===== src/rtl/ps2_host_tx.sv =====
// Host-to-device PS/2 transmitter: inhibits the bus, issues request-to-send, shifts one
// command byte out on device clock falls and checks the device acknowledge.
module ps2_host_tx #(
  parameter int unsigned INHIBIT_CYCLES = 6000,
  parameter int unsigned TIMEOUT_CYCLES = 1000000
) (
  input  logic       sysClock,
  input  logic       sysReset_n,
  input  logic [7:0] txData,
  input  logic       txValid,
  output logic       txReady,
  output logic       busy,
  output logic       txDone,
  output logic       txError,
  input  logic       keyClkIn,
  input  logic       keyDataIn,
  output logic       keyClkDriveLow,
  output logic       keyDataDriveLow
);

  localparam int unsigned InhW = $clog2(INHIBIT_CYCLES + 1);
  localparam int unsigned ToW  = $clog2(TIMEOUT_CYCLES + 1);
  localparam logic [InhW-1:0] InhLast = InhW'(INHIBIT_CYCLES - 1);
  localparam logic [ToW-1:0]  ToLast  = ToW'(TIMEOUT_CYCLES - 1);

  localparam logic [2:0] IDLE      = 3'd0;
  localparam logic [2:0] INHIBIT   = 3'd1;
  localparam logic [2:0] RTS       = 3'd2;
  localparam logic [2:0] SEND      = 3'd3;
  localparam logic [2:0] WAIT_IDLE = 3'd4;

  logic [2:0]      state;
  logic            clkMeta, clkSync, clkPrev, dataMeta, dataSync;
  logic            clkFall, timeoutHit;
  logic [InhW-1:0] inhCnt;
  logic [ToW-1:0]  toCnt;
  logic [3:0]      bitCnt, bitNext;
  logic [7:0]      shiftReg;
  logic            parityBit, ackSeen;

  // Idle-high synchronizers so reset never fakes a clock fall.
  always_ff @(posedge sysClock or negedge sysReset_n) begin
    if (!sysReset_n) begin
      clkMeta  <= 1'b1;
      clkSync  <= 1'b1;
      clkPrev  <= 1'b1;
      dataMeta <= 1'b1;
      dataSync <= 1'b1;
    end else begin
      clkMeta  <= keyClkIn;
      clkSync  <= clkMeta;
      clkPrev  <= clkSync;
      dataMeta <= keyDataIn;
      dataSync <= dataMeta;
    end
  end

  assign clkFall    = clkPrev & ~clkSync;
  assign timeoutHit = ((state == SEND) || (state == WAIT_IDLE)) && (toCnt == ToLast);
  assign bitNext    = bitCnt + 4'd1;
  assign txReady    = (state == IDLE);
  assign busy       = (state != IDLE);

  always_ff @(posedge sysClock or negedge sysReset_n) begin
    if (!sysReset_n) begin
      state           <= IDLE;
      inhCnt          <= '0;
      toCnt           <= '0;
      bitCnt          <= 4'd0;
      shiftReg        <= 8'h00;
      parityBit       <= 1'b0;
      ackSeen         <= 1'b0;
      keyClkDriveLow  <= 1'b0;
      keyDataDriveLow <= 1'b0;
      txDone          <= 1'b0;
      txError         <= 1'b0;
    end else begin
      txDone  <= 1'b0;
      txError <= 1'b0;
      if (timeoutHit) begin
        // Timeout wins over a coincident clock fall.
        keyClkDriveLow  <= 1'b0;
        keyDataDriveLow <= 1'b0;
        txDone          <= 1'b1;
        txError         <= 1'b1;
        state           <= IDLE;
      end else begin
        case (state)
          IDLE: begin
            keyClkDriveLow  <= 1'b0;
            keyDataDriveLow <= 1'b0;
            if (txValid) begin
              shiftReg       <= txData;
              parityBit      <= ~^txData;
              bitCnt         <= 4'd0;
              inhCnt         <= '0;
              ackSeen        <= 1'b0;
              keyClkDriveLow <= 1'b1;
              state          <= INHIBIT;
            end
          end
          INHIBIT: begin
            if (inhCnt == InhLast) begin
              keyDataDriveLow <= 1'b1;
              state           <= RTS;
            end else begin
              inhCnt <= inhCnt + 1'b1;
            end
          end
          RTS: begin
            // Data stays low as the start bit once the clock is released.
            keyClkDriveLow <= 1'b0;
            toCnt          <= '0;
            state          <= SEND;
          end
          SEND: begin
            toCnt <= toCnt + 1'b1;
            if (clkFall) begin
              if (bitCnt != 4'd11) bitCnt <= bitNext;
              if (bitNext <= 4'd8) begin
                keyDataDriveLow <= ~shiftReg[0];
                shiftReg        <= {1'b0, shiftReg[7:1]};
              end else if (bitNext == 4'd9) begin
                keyDataDriveLow <= ~parityBit;
              end else if (bitNext == 4'd10) begin
                keyDataDriveLow <= 1'b0;
              end else begin
                ackSeen         <= ~dataSync;
                keyDataDriveLow <= 1'b0;
                state           <= WAIT_IDLE;
              end
            end
          end
          WAIT_IDLE: begin
            keyClkDriveLow  <= 1'b0;
            keyDataDriveLow <= 1'b0;
            toCnt           <= toCnt + 1'b1;
            if (clkSync && dataSync) begin
              txDone  <= 1'b1;
              txError <= ~ackSeen;
              state   <= IDLE;
            end
          end
          default: begin
            keyClkDriveLow  <= 1'b0;
            keyDataDriveLow <= 1'b0;
            state           <= IDLE;
          end
        endcase
      end
    end
  end

endmodule


===== config.mk =====
export PLATFORM = sky130hd
export DESIGN_NAME = ps2_host_tx
export DESIGN_NICKNAME = d
export VERILOG_FILES = /design/src/rtl/ps2_host_tx.sv
export SDC_FILE = /design/constraint.sdc
export NUM_CORES = 1
export LEC_CHECK = 0
export CORE_ASPECT_RATIO = 1.2
export CORE_UTILIZATION = 64
export CTS_CLUSTER_SIZE = 14
export DETAILED_ROUTE_END_ITERATION = 8
export GPL_ROUTABILITY_DRIVEN = 1
export HOLD_SLACK_MARGIN = 0.02
export PLACE_DENSITY = 0.84
export SLEW_MARGIN = 20
export SYNTH_ARGS = -nofsm -noshare
export SYNTH_HDL_FRONTEND = slang
export SYNTH_SLANG_ARGS = --single-unit

===== constraint.sdc =====
create_clock -name sysClock -period 5.2 [get_ports sysClock]
set_clock_uncertainty 0.1 [all_clocks]
set_input_delay 1.04 -clock sysClock [delete_from_list [all_inputs] [get_ports sysClock]]
set_output_delay 1.04 -clock sysClock [all_outputs]
set_load 0.05 [all_outputs]

==> metrics <==
synth warn 0; CTS tree yes; period utilization 65.09%; Max-slew headroom 52.18%; initial core utilization about two thirds; total grt overflow 0; crit path max fanout 18; Ports 19; Placer Congestion approximately 0.80; # fillers 353; fmax between 200 and 300 MHz; # hold bufs at CTS 0; P&R area growth vs syn 11.15%; most frequent cells in the layout dfrtp_1, nand2_1, nor2_1; register-to-register setup slack between 2 and 3 ns; drt total wl ~7000 um; crit end category output port; core box area approximately 4900 sq um; ANT nets after route 0; Die Area about 5400 sq um; largest net degree at the start of global routing 60; DR WL/cell 16.77 um; via count about 2700; max cap viols 0; H-Tree Depth 3; CTS root buffer clkbuf_8; RSZ-0062 raised after global routing no; run status completed; post_cts resized 0; worst path cell trace nor3_1 > clkdlybuf4s50_1; # setup viols final 0; post-synth net total 355; 1st-pass router iterations 4; Leak Pwr about 1.5 nW; Crit Path Class reg -> out; initial antenna violation count 0; synthesized instance count between 300 and 400; CTS max path bufs 2; Top delay family on crit path buffers and inverters; Post-CTS Setup Bufs 0; Mapped Area between 3000 and 4000 sq um; Worst-Margin Slew 0.7172 ns; path depth of the worst reg2reg path 5; Die Ht roughly 81 um; Fin. Hold Viols 0; synthesis-stage register bit count 59; Final nets ~370; most common cell after layout, fill and taps aside dfrtp_1; Worst EP required a little over 4 ns; top_reg_cell synth dfrtp_1; clk_lat worst skew about 0.34 ns; GRT Util Overall between 20 and 30%; Site Rows 28; CP peak stage delay ~0.88 ns; first-pass GRT wire length 12000 um; Yosys cell types 68; share of layout cells above drive strength 1 10.86%; initial DRC count between 200 and 300; Seq/Total Area, Yosys 45.07%; drt via density 6.473; Critical Path AT around 2.2 ns; EDFF count, synth 0; asr flop ratio synth 100.0%; hold path depth 0; count of input and output buffers 18; clk sinks slightly below 60; Place WS ~1.9 ns; max-slew violations 0; Die W just under 70 um; crit start category register; min setup slack post-route approximately 1.8 ns; Worst Path Buf+Inv 1; CTS buffer count 9; min Tclk post-route roughly 3.4 ns; PwrDens ~240 nW/um^2; vias in the first global route ~2600; crit path max-delay cell type clkdlybuf4s50_1; Max VDD drop around 0.23 mV; area occupied by multi-input gates 1672 sq um; Mapped Avg Cell Area between 9 and 10 sq um; DR DRC count 0; setup_tns 0 ns; instance count on the critical path 2; Min-Delay Path Class reg -> reg; Final HPWL DP ~4700 um; Reg clk slew, reported paths 0.06 ns; diodes inserted 0; FF+latch area 1483 sq um
[worst paths after layout]
path | startpoint | end
min in group asynchronous | sysReset_n | toCnt[17]$_DFFE_PN0P_
max in group asynchronous | sysReset_n | inhCnt[4]$_DFFE_PN0P_
hold / removal | dataMeta$_DFF_PN1_ | dataSync$_DFF_PN1_
hold reg to reg | dataMeta$_DFF_PN1_ | dataSync$_DFF_PN1_
setup reg to reg | state[0]$_DFFE_PN0P_ | shiftReg[6]$_DFFE_PN0P_
setup / recovery | state[0]$_DFFE_PN0P_ | txReady
[metal layers]
layer	part of all wire, %	vias to the layer above	routed length (um)	GRT usage, %
met2	52	73	3619	49.80
met3	4.5	14	319	5.256
met1	42	1332	2940	37.10
met4	2.1	0	147	13.40
met5	0	-	0	0
li1	-	1293	-	-
[cell families after synthesis]
family	Yosys count	share of synthesized area, %
compound gates	81	16.47
xor+xnor	21	5.591
fa+ha+maj	5	1.902
buf+inv	25	4.108
flops	59	45.07
mux	2	0.7606
simple gates	144	26.09
[power by group]
group | switching (W) | internal (W)
combinational | 0.0000170 | 0.0000159
clock | 0.000173 | 0.000225
sequential | 0.00000131 | 0.000463
[worst register-to-register path, cell delays in order, from the launching register on]
cell	delay, ns
dfrtp_1	0.69
and3b_1	0.59
o211ai_2	0.30
o21ai_1	0.40
nor2_1	0.22
a2bb2oi_1	0.18
[cells in the mapped netlist (6+ instances only)]
cell type / n / area share, %
o22ai_1: 9 / 1.7
xnor2_1: 16 / 4.3
inv_1: 10 / 1.1
nand2_1: 32 / 3.7
a2bb2oi_1: 7 / 1.9
or4_1: 7 / 1.6
a21oi_1: 15 / 2.3
dfrtp_1: 54 / 41
buf_2: 7 / 1.1
nor2_1: 27 / 3.1
nand4_1: 6 / 1.1
nand3_1: 17 / 2.6
o21ai_0: 20 / 3.0
o31ai_1: 7 / 1.6
[state kept, by name, summed over array words and instances (netlist names)]
register         cells
txError              1
state                3
bitCnt               4
clkPrev              1
dataSync             1
toCnt               20
clkMeta              1
txDone               1
keyDataDriveLow      1
clkSync              1
keyClkDriveLow       1
ackSeen              1
inhCnt              13
shiftReg             8
dataMeta             1
parityBit            1
[final cells by class]
class / count / share of cell area [%]
clock buffers: 15 / 5.099
multi-input cells: 253 / 45.72
clock inverters: 1 / 0.1369
repair buffers: 21 / 5.407
inverters: 10 / 1.027
flip-flops and latches: 59 / 40.55
well taps: 60 / 2.053
[through the flow]
stage,total power [W],hold WS (ns),utilization (%),instances,instance area [sq um]
global route,0.0009230,0.2577,74.01,419,3656
floorplan,0.0004837,0.2452,-,337,3289
detailed placement,0.0005058,0.2478,70.14,403,3465
finish,0.0008950,0.2539,74.01,419,3656
global placement,0.0005049,0.2456,70.14,403,3465
CTS,0.0009002,0.2566,74.01,419,3656
Power figures use the tool's default switching activity.
